===== config.mk =====
export PLATFORM = sky130hd
export DESIGN_NAME = lfsr_pq_stim
export DESIGN_NICKNAME = d
export VERILOG_FILES = /design/src/rtl/lfsr_pq_stim.sv
export SDC_FILE = /design/constraint.sdc
export NUM_CORES = 1
export LEC_CHECK = 0
export BUFFER_PORTS_ARGS = -buffer_cell sky130_fd_sc_hd__buf_2
export CORE_AREA = 5 5 63 65
export CTS_BUF_LIST = sky130_fd_sc_hd__clkbuf_8
export CTS_CLUSTER_DIAMETER = 100
export DETAILED_ROUTE_END_ITERATION = 10
export DIE_AREA = 0 0 68 70
export HOLD_SLACK_MARGIN = 0.02
export PLACE_DENSITY = 0.85
export SETUP_SLACK_MARGIN = 0.05
export SLEW_MARGIN = 20
export SYNTH_ARGS = -nofsm -noshare
export SYNTH_HDL_FRONTEND = slang
export SYNTH_SLANG_ARGS = --single-unit
export TNS_END_PERCENT = 30

===== constraint.sdc =====
create_clock -name clk_i -period 2.8 [get_ports clk_i]
set_input_delay 0.84 -clock clk_i [delete_from_list [all_inputs] [get_ports clk_i]]
set_output_delay 0.84 -clock clk_i [all_outputs]
set_load 0.02 [all_outputs]

===== src/rtl/lfsr_pq_stim.sv =====
// Stimulus generator for the 16-bit priority queue.
// It pulls two bytes from the 8-bit LFSR, assembles a key, and chooses push or pop.
// It then offers the operation on a valid/ready handshake. It tracks queue
// occupancy so it never pushes into a full queue or pops from an empty one.
// KEY_W must stay at 16, which is two LFSR bytes.
module lfsr_pq_stim #(
    parameter int KEY_W    = 16,
    parameter int DEPTH    = 16,
    parameter int NUM_OPS  = 64,
    localparam int OCC_W   = $clog2(DEPTH + 1),
    localparam int CNT_W   = $clog2(NUM_OPS + 1)
) (
    input  logic             clk_i,
    input  logic             rst_i,
    input  logic             start_i,
    input  logic [7:0]       rnd_i,
    output logic             rnd_enb_o,
    output logic             op_valid_o,
    input  logic             op_ready_i,
    output logic             op_push_o,
    output logic [KEY_W-1:0] op_key_o,
    output logic [OCC_W-1:0] occupancy_o,
    output logic [CNT_W-1:0] op_count_o,
    output logic             busy_o,
    output logic             done_o
);

    typedef enum logic [2:0] {
        IDLE,
        GET_HI,
        GET_LO,
        ISSUE,
        DONE
    } state_t;

    state_t             state_q, state_d;
    logic [7:0]         key_hi_q, key_hi_d;
    logic [KEY_W-1:0]   key_q, key_d;
    logic               push_q, push_d;
    logic [OCC_W-1:0]   occ_q, occ_d;
    logic [CNT_W-1:0]   cnt_q, cnt_d;
    logic               handshake;

    assign handshake = (state_q == ISSUE) && op_ready_i;

    // State and datapath registers; reset returns everything to IDLE with all outputs cleared
    always_ff @(posedge clk_i) begin
        if (rst_i) begin
            state_q  <= IDLE;
            key_hi_q <= '0;
            key_q    <= '0;
            push_q   <= 1'b0;
            occ_q    <= '0;
            cnt_q    <= '0;
        end else begin
            state_q  <= state_d;
            key_hi_q <= key_hi_d;
            key_q    <= key_d;
            push_q   <= push_d;
            occ_q    <= occ_d;
            cnt_q    <= cnt_d;
        end
    end

    // Next-state logic: fetch two bytes, pick a guarded direction, then hold the op until accepted
    always_comb begin
        state_d  = state_q;
        key_hi_d = key_hi_q;
        key_d    = key_q;
        push_d   = push_q;
        occ_d    = occ_q;
        cnt_d    = cnt_q;
        case (state_q)
            IDLE: begin
                if (start_i) begin
                    state_d = GET_HI;
                    cnt_d   = '0;
                end
            end
            GET_HI: begin
                key_hi_d = rnd_i;
                state_d  = GET_LO;
            end
            GET_LO: begin
                key_d = {key_hi_q, rnd_i};
                if (occ_q == '0) begin
                    push_d = 1'b1;
                end else if (occ_q == OCC_W'(DEPTH)) begin
                    push_d = 1'b0;
                end else begin
                    push_d = key_hi_q[7];
                end
                state_d = ISSUE;
            end
            ISSUE: begin
                if (handshake) begin
                    occ_d   = push_q ? (occ_q + OCC_W'(1)) : (occ_q - OCC_W'(1));
                    cnt_d   = cnt_q + CNT_W'(1);
                    state_d = (cnt_q == CNT_W'(NUM_OPS - 1)) ? DONE : GET_HI;
                end
            end
            DONE: begin
                state_d = IDLE;
            end
            default: begin
                state_d = IDLE;
            end
        endcase
    end

    // Output decode: the LFSR only advances while a byte is being consumed
    always_comb begin
        rnd_enb_o  = 1'b0;
        op_valid_o = 1'b0;
        busy_o     = 1'b0;
        done_o     = 1'b0;
        case (state_q)
            IDLE:    busy_o = 1'b0;
            GET_HI:  begin rnd_enb_o = 1'b1; busy_o = 1'b1; end
            GET_LO:  begin rnd_enb_o = 1'b1; busy_o = 1'b1; end
            ISSUE:   begin op_valid_o = 1'b1; busy_o = 1'b1; end
            DONE:    begin done_o = 1'b1; busy_o = 1'b1; end
            default: busy_o = 1'b0;
        endcase
    end

    assign op_push_o   = push_q;
    assign op_key_o    = key_q;
    assign occupancy_o = occ_q;
    assign op_count_o  = cnt_q;

    // The direction guard must keep occupancy within 0..DEPTH
    a_no_push_full: assert property (@(posedge clk_i) disable iff (rst_i)
        handshake |-> !(push_q && (occ_q == OCC_W'(DEPTH))));
    a_no_pop_empty: assert property (@(posedge clk_i) disable iff (rst_i)
        handshake |-> !(!push_q && (occ_q == '0)));
    a_occ_bound: assert property (@(posedge clk_i) disable iff (rst_i)
        occ_q <= OCC_W'(DEPTH));

endmodule


==> impl_metrics.tcl, run 1 <==
set metrics [dict create \
    run_status "finished clean" \
    worst_tran_pin_value_ns 0.657 \
    detailedPlacementHpwl_mm 2.53 \
    dp.cells 277 \
    floorplan.rows 21 \
    yosysSeqAreaShare_pct 46.2 \
    routed_wl_mm 3.61 \
    final.fill_count 296 \
    main_area_contributors_after_synthesis "sky130_fd_sc_hd__dfxtp_1 (46%), sky130_fd_sc_hd__nand2_1 (8.2%), sky130_fd_sc_hd__a21oi_1 (6.9%), sky130_fd_sc_hd__mux2i_1 (5.2%), sky130_fd_sc_hd__nor2_1 (3.3%)" \
    synth-warning-count 0 \
    core-area_um2 3280 \
    yosysUniqueCellTypes 39 \
    cts-resized-gates 0 \
    cts_buffer_depth 2 \
    root_buffer "sky130_fd_sc_hd__clkbuf_8" \
    highest_layer "met4" \
    cts_setup_buffers 0 \
    via_count_of_the_first_global_routing_pass 1324 \
    wl_met3_um 195 \
    gpl.final_weighted_congestion 0.842 \
    report.final.setup_viol 0 \
    met1_length_mm 1.60 \
    grt.overflow.total 0 \
    synthesis.area_um2 1730 \
    insertedDiodeCount 0 \
    multi_input_comb_area_um2 841 \
    grt_setup_unrepaired "false" \
    synth_seq_cells 40 \
    r2r_setup_slack_ns 0.71 \
    grt_first_pass_wirelength_mm 5.85 \
    slew_headroom_pct 56.2 \
    rr_endpoint "occupancy_o[4]" \
    timing_max_transition_violations_final 0 \
    timing_worst_setup_path_type "flip-flop to output port" \
    power.share.combinational_pct 14.3 \
    tritoncts_clock_tree "yes" \
    reg2reg_from "op_push_o" \
    drt_iter0_drc 93 \
    netlist_instances 197 \
    post_layout_nonfiller_instances 285 \
    power_leakage_uw 0.000882 \
    setup.worst_path.end "rnd_enb_o" \
    clock_latency_ns 0.29 \
    io_buffers 44 \
    maxCapViolCount 0 \
    hold-path-cell-count 2 \
    dieArea_um2 4760 \
    syn_area_per_cell_um2 8.79 \
    power.ir.vdd_worst_uv 298 \
    final-seq-area_um2 801 \
    detail-route-antenna-nets 0 \
    finalWorstPathRequiredPeriod_ns 2.40 \
    grt_start_max_net_pins 40 \
    number_of_nets_in_the_layout 255 \
    finalSetupTns_ns 0 \
    crit_slowest_cell "sky130_fd_sc_hd__dfxtp_1" \
    initial_utilization_pct 52.7 \
    critPathArrivalTime_ns 1.56 \
    clkSlewWorstSetupHoldPaths_ns 0.07 \
    sequentialPowerShare_pct 49.5 \
    synth_top_area_share_pct 46.2 \
    die_x_um 68 \
    post_synth_net_total 214 \
    timing_hold_violations_final 0 \
    synth_area_leader_cell "sky130_fd_sc_hd__dfxtp_1" \
    drt_drc_violations_left 0 \
    proportion_of_power_drawn_by_the_clock_network_pct 36.3 \
    chipHeight_um 70 \
    worst-r2r-cell-count 6 \
    internal_power_uw 925 \
    cts_inserted_buffers 5 \
    critPathLaunchType "flip-flop" \
    worstHoldPathType "flip-flop to flip-flop" \
    required_ns 1.96 \
    clock-skew-final_ns 0.00266 \
    cellPowerDensity_nw_per_um2 607 \
    tritonroute_pass_1_iters 6 \
    initial_antenna_violation_count 0 \
    wl_met2_mm 1.74 \
    element_type_at_the_critical_path_end "output port" \
    drive_gt1_share_pct 24.3 \
    max_clock_freq_mhz 417 \
    htree_levels 2 \
    i_o_pin_total 45 \
    wl_per_cell_um 12.7 \
    track_usage_pct 15.9 \
    critical_path.cell_chain "nor3b_2 > buf_4 > or2_2 > buf_2" \
    total_power_uw 1250 \
    area.growth.synth_to_final_pct 18.8 \
    postCtsHoldBufs 0 \
    preCtsSetupSlack_ns 0.547 \
    swShare_pct 25.9 \
    switchingPower_uw 323 \
    clkSinkCount 40 \
    via_per_inst 5.24 \
    setup_slack_ns 0.403 \
    worst-path-max-fanout 11 \
    number_of_vias_in_the_routed_layout 1492 \
    final.period_utilization_pct 85.6 \
    worstSetupStartpoint "state_q[1]" \
    worst_path_largest_cell_delay_ns 0.53 \
]
-- metal layers --
metal	track usage (%)	up-vias
met5	0	-
met4	7.95	0
met3	3.85	8
met2	25.8	37
met1	18.9	683
li1	-	764
-- worst max-delay path: cells and delay by family, from the launching register on --
kind / cells / cell delay, ns
DFF: 1 / 0.53
and+or+nand+nor: 2 / 0.38
buffers and inverters: 2 / 0.36
-- cell families after synthesis --
family          after synthesis  synth area share, %
xor+xnor                      3                 1.52
simple gates                 83                 23.6
fa+ha+maj                     5                 4.05
flops                        40                 46.2
buf+inv                      16                 5.49
mux                           9                 5.20
compound gates               41                 13.9
-- worst min path at each step --
stage / end / slack (ns) / startpoint
final: op_key_o[11] / 0.45 / key_hi_q[3]
after floorplan: op_key_o[10] / 0.43 / key_hi_q[2]
after detailed placement: op_key_o[11] / 0.44 / key_hi_q[3]
after CTS: op_key_o[11] / 0.45 / key_hi_q[3]
after global placement: op_key_o[6] / 0.44 / op_key_o[6]
after global routing: op_key_o[9] / 0.47 / op_key_o[9]
-- stage by stage --
step                      utilization [%]  hold WS (ns)  area (µm²)
after detailed placement             59.4         0.443        1950
after global placement               59.4         0.440        1950
after floorplan                         -         0.431        1730
final                                62.6         0.450        2060
after CTS                            62.6         0.454        2060
after global routing                 62.6         0.472        2060
-- cell usage after synthesis --
library cell and instances:
sky130_fd_sc_hd__a31o_2 1, sky130_fd_sc_hd__a31oi_1 1, sky130_fd_sc_hd__or3_1 3, sky130_fd_sc_hd__nand3b_1 2
sky130_fd_sc_hd__nor2_1 15, sky130_fd_sc_hd__clkbuf_1 6, sky130_fd_sc_hd__a22oi_1 1, sky130_fd_sc_hd__and4b_1 1
sky130_fd_sc_hd__nor4b_1 1, sky130_fd_sc_hd__nor3_1 1, sky130_fd_sc_hd__buf_6 4, sky130_fd_sc_hd__o21bai_1 1
sky130_fd_sc_hd__dfxtp_1 40, sky130_fd_sc_hd__nand3_1 7, sky130_fd_sc_hd__xnor2_1 3, sky130_fd_sc_hd__nand2b_1 1
sky130_fd_sc_hd__o21ai_0 3, sky130_fd_sc_hd__o31ai_1 2, sky130_fd_sc_hd__or4_1 3, sky130_fd_sc_hd__nor3b_1 2
sky130_fd_sc_hd__buf_4 1, sky130_fd_sc_hd__nor3b_2 1, sky130_fd_sc_hd__a211oi_1 3, sky130_fd_sc_hd__nor4_1 1
sky130_fd_sc_hd__and3_1 1, sky130_fd_sc_hd__buf_2 1, sky130_fd_sc_hd__and3b_1 1, sky130_fd_sc_hd__a21oi_1 24
sky130_fd_sc_hd__nand2_1 38, sky130_fd_sc_hd__mux2i_1 9, sky130_fd_sc_hd__or4b_1 1, sky130_fd_sc_hd__or2_2 2
sky130_fd_sc_hd__fa_1 1, sky130_fd_sc_hd__o211ai_1 1, sky130_fd_sc_hd__or3b_1 1, sky130_fd_sc_hd__ha_1 4
sky130_fd_sc_hd__nand4b_1 1, sky130_fd_sc_hd__a21o_1 4, sky130_fd_sc_hd__inv_1 4
-- sequential cells by signal, summed over array words and instances (netlist names) --
register     count
op_count_o       7
key_hi_q         8
state_q          3
op_key_o        16
op_push_o        1
occupancy_o      5
-- power by group through the flow --
| stage | clock (µW) | combinational, µW | sequential, µW |
|---|---|---|---|
| after floorplan | 0 | 125 | 639 |
| after global placement | 0 | 175 | 629 |
| after detailed placement | 0 | 180 | 630 |
| after CTS | 461 | 180 | 617 |
| after global routing | 483 | 200 | 620 |
| final | 452 | 178 | 617 |
-- layout by cell type, fill, tap and decap left out, types with 2 or more instances in the layout --
| master | synthesis | routed |
|---|---|---|
| sky130_fd_sc_hd__buf_2 | 1 | 44 |
| sky130_fd_sc_hd__dfxtp_1 | 40 | 40 |
| sky130_fd_sc_hd__nand2_1 | 38 | 38 |
| sky130_fd_sc_hd__a21oi_1 | 24 | 24 |
| sky130_fd_sc_hd__nor2_1 | 15 | 15 |
| sky130_fd_sc_hd__mux2i_1 | 9 | 9 |
| sky130_fd_sc_hd__nand3_1 | 7 | 7 |
| sky130_fd_sc_hd__inv_1 | 4 | 5 |
| sky130_fd_sc_hd__clkbuf_8 | 0 | 5 |
| sky130_fd_sc_hd__a21o_1 | 4 | 4 |
| sky130_fd_sc_hd__ha_1 | 4 | 4 |
| sky130_fd_sc_hd__xnor2_1 | 3 | 3 |
| sky130_fd_sc_hd__or4_1 | 3 | 3 |
| sky130_fd_sc_hd__a211oi_1 | 3 | 3 |
| sky130_fd_sc_hd__o21ai_0 | 3 | 3 |
| sky130_fd_sc_hd__or3_1 | 3 | 3 |
| sky130_fd_sc_hd__nor3b_2 | 1 | 2 |
| sky130_fd_sc_hd__or2_2 | 2 | 2 |
| sky130_fd_sc_hd__nand3b_1 | 2 | 2 |
| sky130_fd_sc_hd__o31ai_1 | 2 | 2 |
| sky130_fd_sc_hd__buf_4 | 1 | 2 |
-- cell type report --
cell class                 instances  area share (%)
clock inverter                     3            1.89
clock buffer                       5            3.35
tap                               46            2.80
timing repair buffer              46            11.4
multi-input combinational        141            40.9
inverter                           4           0.730
sequential                        40            38.9
(Power assumes the default switching activity.)
==> inputs of run 2 (changes only) <==
--- a/config.mk
+++ b/config.mk
@@ -6,13 +6,15 @@
 export NUM_CORES = 1
 export LEC_CHECK = 0
 export BUFFER_PORTS_ARGS = -buffer_cell sky130_fd_sc_hd__buf_2
-export CORE_AREA = 5 5 63 65
+export CELL_PAD_IN_SITES_DETAIL_PLACEMENT = 1
+export CELL_PAD_IN_SITES_GLOBAL_PLACEMENT = 1
+export CORE_AREA = 5 5 72 74
 export CTS_BUF_LIST = sky130_fd_sc_hd__clkbuf_8
 export CTS_CLUSTER_DIAMETER = 100
 export DETAILED_ROUTE_END_ITERATION = 10
-export DIE_AREA = 0 0 68 70
+export DIE_AREA = 0 0 77 79
 export HOLD_SLACK_MARGIN = 0.02
-export PLACE_DENSITY = 0.85
+export PLACE_DENSITY = 0.86
 export SETUP_SLACK_MARGIN = 0.05
 export SLEW_MARGIN = 20
 export SYNTH_ARGS = -nofsm -noshare
==> constraint.sdc (replaced) <==
create_clock -name clk_i -period 2.5 [get_ports clk_i]
set_input_delay 0.75 -clock clk_i [delete_from_list [all_inputs] [get_ports clk_i]]
set_output_delay 0.75 -clock clk_i [all_outputs]
set_load 0.02 [all_outputs]
==> impl_metrics.tcl, run 2 (synthesis gave the netlist of run 1 again) <==
set metrics [dict create \
    routed_wl_mm 4.12 \
    largest_register_ffs 16 \
    total_power_uw 1510 \
    mostFrequentLayoutCell "sky130_fd_sc_hd__buf_2" \
    io_buffers 44 \
    hp-start "op_key_o[15]" \
    tritonroute_pass_1_iters 4 \
    cts_buffer_depth 2 \
    timing_worst_setup_path_type "flip-flop to output port" \
    finalWorstPathRequiredPeriod_ns 2.13 \
    element_type_at_the_critical_path_end "output port" \
    report.final.setup_viol 0 \
    post_layout_nonfiller_instances 293 \
    timing_hold_violations_final 0 \
    clock_latency_ns 0.29 \
    grt_setup_unrepaired "false" \
    worstHoldPathType "flip-flop to flip-flop" \
    worst_tran_pin_value_ns 0.684 \
    clkSlewWorstSetupHoldPaths_ns 0.08 \
    layout.cells.most_common_list "sky130_fd_sc_hd__buf_2 (44), sky130_fd_sc_hd__dfxtp_1 (40), sky130_fd_sc_hd__nand2_1 (38)" \
    worst-r2r-cell-count 6 \
    core-area_um2 4540 \
    grt.overflow.total 0 \
    timing_max_transition_violations_final 0 \
    hold-path-cell-count 2 \
    run_status "finished clean" \
    count_of_buffer_and_inverter_cells_on_the_critical_path 1 \
    r2r_setup_slack_ns 0.40 \
    slew_headroom_pct 54.4 \
    wl_per_cell_um 14.1 \
    dp.cells 286 \
    final.period_utilization_pct 85.2 \
    critical_path.cell_chain "nor3b_2 > or2_2 > buf_2" \
    cts-resized-gates 0 \
    detail-route-antenna-nets 0 \
    critPathLaunchType "flip-flop" \
    number_of_nets_in_the_layout 256 \
    initial_utilization_pct 38.2 \
    cts_setup_buffers 0 \
    worst_hold_slack_ns 0.454 \
    crit_slowest_cell "sky130_fd_sc_hd__dfxtp_1" \
    htree_levels 2 \
    grt_first_pass_wirelength_mm 6.89 \
    cts_inserted_buffers 5 \
    track_usage_pct 13.9 \
    via_count_of_the_first_global_routing_pass 1489 \
    chipHeight_um 79 \
    worst-path-max-fanout 9 \
    postCtsHoldBufs 0 \
    initial_antenna_violation_count 0 \
    insertedDiodeCount 0 \
    drt_iter0_drc 74 \
    critical-path-top-delay-family "flip-flops" \
    root_buffer "sky130_fd_sc_hd__clkbuf_8" \
    finalSetupTns_ns 0 \
    maxCapViolCount 0 \
    grt_start_max_net_pins 40 \
    i_o_pin_total 45 \
    gpl.final_weighted_congestion 0.784 \
    dieArea_um2 6080 \
    drt_drc_violations_left 0 \
    max_clock_freq_mhz 470 \
    required_ns 1.75 \
    detailedPlacementHpwl_mm 3.01 \
    area.growth.synth_to_final_pct 21.0 \
    drive_gt1_share_pct 24.7 \
    floorplan.rows 25 \
    die_x_um 77 \
    power_leakage_uw 0.000892 \
    worstHoldEndpoint "op_key_o[15]" \
    rr_endpoint "occupancy_o[4]" \
    tritoncts_clock_tree "yes" \
    worst_path_largest_cell_delay_ns 0.54 \
    power.ir.vdd_worst_uv 332 \
    via_per_inst 5.09 \
    reg2reg_from "op_push_o" \
    clock-skew-final_ns 0.00546 \
    cellPowerDensity_nw_per_um2 720 \
    critPathArrivalTime_ns 1.38 \
    clkSinkCount 40 \
    number_of_vias_in_the_routed_layout 1490 \
]
## run 2: cell count changes in the layout (fill, tap and decap cells not counted), sizes merged
cell	before	now
inv	5	4
bufinv	1	2
buf	46	47
clkinv	1	0
## run 2: stage by stage
step	cell area (µm²)	util [%]	setup WS, ns
6_report	2100	46.2	0.371
5_1_grt	2100	46.2	0.268
4_1_cts	2100	46.2	0.351
3_5_place_dp	1970	43.4	0.298
3_3_place_gp	1970	43.4	0.344
2_1_floorplan	1730	-	0.360
## run 2: worst register-to-register path, delay by kind of cell, from the launching register on
family | cells | cell delay [ns]
fa+ha+maj | 1 | 0.46
compound gates | 2 | 0.31
flops | 1 | 0.38
buf+inv | 1 | 0.13
simple gates | 2 | 0.73
## run 2: worst max-delay path by stage
stage | cells past startpoint | from | endpoint
after global routing | 6 | op_push_o | occupancy_o[4]
final | 3 | state_q[2] | rnd_enb_o
after detailed placement | 5 | start_i | op_count_o[5]
after CTS | 3 | state_q[2] | rnd_enb_o
after global placement | 5 | start_i | op_count_o[5]
after floorplan | 6 | op_push_o | occupancy_o[4]
## run 2: area by class of cell
| class | instances | area (µm²) |
|---|---|---|
| Clock buffer | 5 | 68.8 |
| Clock inverter | 2 | 60.1 |
| Fill cell | 551 | 2440 |
| Inverter | 4 | 15.0 |
| Multi-Input combinational cell | 141 | 841 |
| Sequential cell | 40 | 801 |
| Tap cell | 54 | 67.6 |
| Timing Repair Buffer | 47 | 243 |
## run 2: where the power goes
part | internal, µW | switching (µW)
Clock | 393 | 220
Sequential | 666 | 25.0
Combinational | 78.8 | 126
## run 2: routing by layer
metal	global-route usage (%)	vias to the layer above	part of all wire, %
li1	-	762	-
met1	16.5	696	46
met2	23.7	26	49
met3	3.74	6	3.9
met4	5.67	0	1.5
met5	0	-	0
==> inputs of run 3 (changes only) <==
--- a/config.mk
+++ b/config.mk
@@ -13,6 +13,7 @@
 export CTS_CLUSTER_DIAMETER = 100
 export DETAILED_ROUTE_END_ITERATION = 10
 export DIE_AREA = 0 0 77 79
+export GPL_TIMING_DRIVEN = 1
 export HOLD_SLACK_MARGIN = 0.02
 export PLACE_DENSITY = 0.86
 export SETUP_SLACK_MARGIN = 0.05
==> constraint.sdc (replaced) <==
create_clock -name clk_i -period 2.5 [get_ports clk_i]
set_input_delay 0.75 -clock clk_i [delete_from_list [all_inputs] [get_ports clk_i]]
set_output_delay 0.75 -clock clk_i [all_outputs]
set_load 0.05 [all_outputs]
==> impl_metrics.tcl, run 3 (synthesis gave the netlist of run 1 again) <==
set metrics [dict create \
    run_status "finished clean" \
    finalSetupTns_ns 0 \
    detailedPlacementHpwl_mm 3.02 \
    grt_start_max_net_pins 40 \
    worst_tran_pin_value_ns 0.704 \
    root_buffer "sky130_fd_sc_hd__clkbuf_8" \
    cts-resized-gates 0 \
    grt_setup_unrepaired "false" \
    tritoncts_clock_tree "yes" \
    mostFrequentLayoutCell "sky130_fd_sc_hd__buf_2" \
    timing_worst_setup_path_type "flip-flop to output port" \
    clkSlewWorstSetupHoldPaths_ns 0.08 \
    die_x_um 77 \
    floorplan.rows 25 \
    power_leakage_uw 0.000889 \
    slew_headroom_pct 53.1 \
    grt_first_pass_wirelength_mm 7.11 \
    worstHoldPathType "flip-flop to flip-flop" \
    track_usage_pct 14.1 \
    area.growth.synth_to_final_pct 20.6 \
    insertedDiodeCount 0 \
    final_core_utilization_pct 46.0 \
    clock-skew-final_ns 0.00447 \
    clock_latency_ns 0.28 \
    wl_per_cell_um 14.1 \
    required_ns 1.75 \
    post_layout_nonfiller_instances 294 \
    via_count_of_the_first_global_routing_pass 1503 \
    grt.overflow.total 0 \
    max_clock_freq_mhz 447 \
    largest_register_ffs 16 \
    cellPowerDensity_nw_per_um2 716 \
    crit_slowest_cell "sky130_fd_sc_hd__dfxtp_1" \
    i_o_pin_total 45 \
    report.final.setup_viol 0 \
    count_of_buffer_and_inverter_cells_on_the_critical_path 2 \
    highest_layer "met4" \
    element_type_at_the_critical_path_end "output port" \
    cts_buffer_depth 2 \
    wl_met3_um 185 \
    layout.cells.most_common_list "sky130_fd_sc_hd__buf_2 (44), sky130_fd_sc_hd__dfxtp_1 (40), sky130_fd_sc_hd__nand2_1 (38)" \
    number_of_vias_in_the_routed_layout 1513 \
    gpl.final_weighted_congestion 0.784 \
    chipHeight_um 79 \
    tritonroute_pass_1_iters 4 \
    htree_levels 2 \
    dieArea_um2 6080 \
    worst-path-max-fanout 9 \
    drt_iter0_drc 71 \
    drt_drc_violations_left 0 \
    post_dp_cell_area_um2 1970 \
    io_buffers 44 \
    clkSinkCount 40 \
    number_of_nets_in_the_layout 256 \
    met1_length_mm 1.86 \
    drive_gt1_share_pct 25.0 \
    worst_path_largest_cell_delay_ns 0.54 \
    via_per_inst 5.15 \
    dp.cells 286 \
    postCtsHoldBufs 0 \
    critPathLaunchType "flip-flop" \
    initial_antenna_violation_count 0 \
    power.ir.vdd_worst_uv 410 \
    critical_path.cell_chain "inv_1 > nor3_1 > buf_2" \
    cts_setup_buffers 0 \
    wl_met2_mm 2.06 \
    finalInstanceArea_um2 2090 \
    finalWorstPathRequiredPeriod_ns 2.24 \
    maxCapViolCount 0 \
    timing_max_transition_violations_final 0 \
    cts_inserted_buffers 5 \
    detail-route-antenna-nets 0 \
    core-area_um2 4540 \
    final.period_utilization_pct 89.4 \
    critical-path-top-delay-family "flip-flops" \
    initial_utilization_pct 38.2 \
    critPathArrivalTime_ns 1.49 \
    routed_wl_mm 4.15 \
    timing_hold_violations_final 0 \
]
[run 3: cell count changes in the layout (fill, tap and decap cells not counted)]
cell                        delta
sky130_fd_sc_hd__bufinv_16     -1
sky130_fd_sc_hd__clkinv_4      +1
sky130_fd_sc_hd__clkbuf_8      +1
[run 3: layer usage]
layer  global-route usage (%)  vias to the layer above
li1                         -                      762
met1                     16.8                      719
met2                     24.9                       27
met3                     4.08                        5
met4                     3.61                        0
met5                        0                        -
[run 3: final timing paths]
path,to,slack (ns),depth (start not counted),from
setup / recovery,done_o,0.26,3,state_q[2]
hold / removal,op_key_o[15],0.45,2,op_key_o[15]
setup reg to reg,occupancy_o[4],0.38,6,op_push_o
hold reg to reg,op_key_o[15],0.45,2,op_key_o[15]
[run 3: final cells by class]
type                    instances  area [µm²]
repair buffers                 47         243
clock inverters                 2        38.8
fillers                       551        2450
well taps                      54        67.6
multi-input cells             141         841
clock buffers                   6        82.6
flip-flops and latches         40         801
inverters                       4        15.0
[run 3: through the flow]
stage	hold WS, ns	total power (µW)	setup WS (ns)
2_1_floorplan	0.431	906	0.101
3_3_place_gp	0.437	958	0.345
3_5_place_dp	0.446	964	0.314
4_1_cts	0.457	1520	0.246
5_1_grt	0.482	1570	0.179
6_report	0.452	1490	0.264
[run 3: worst reg2reg max path, delay by kind of cell, from the launching register on]
| family | cells | cell delay [ns] |
|---|---|---|
| AOI/OAI and AO/OA | 2 | 0.33 |
| buffers and inverters | 1 | 0.13 |
| and+or+nand+nor | 2 | 0.74 |
| adders and majority gates | 1 | 0.47 |
| DFF | 1 | 0.39 |
[run 3: power breakdown]
part	internal [µW]	leakage [µW]	switching, µW
sequential	666	0.000325	25.6
combinational	79.0	0.000503	175
clock	326	0.0000614	222
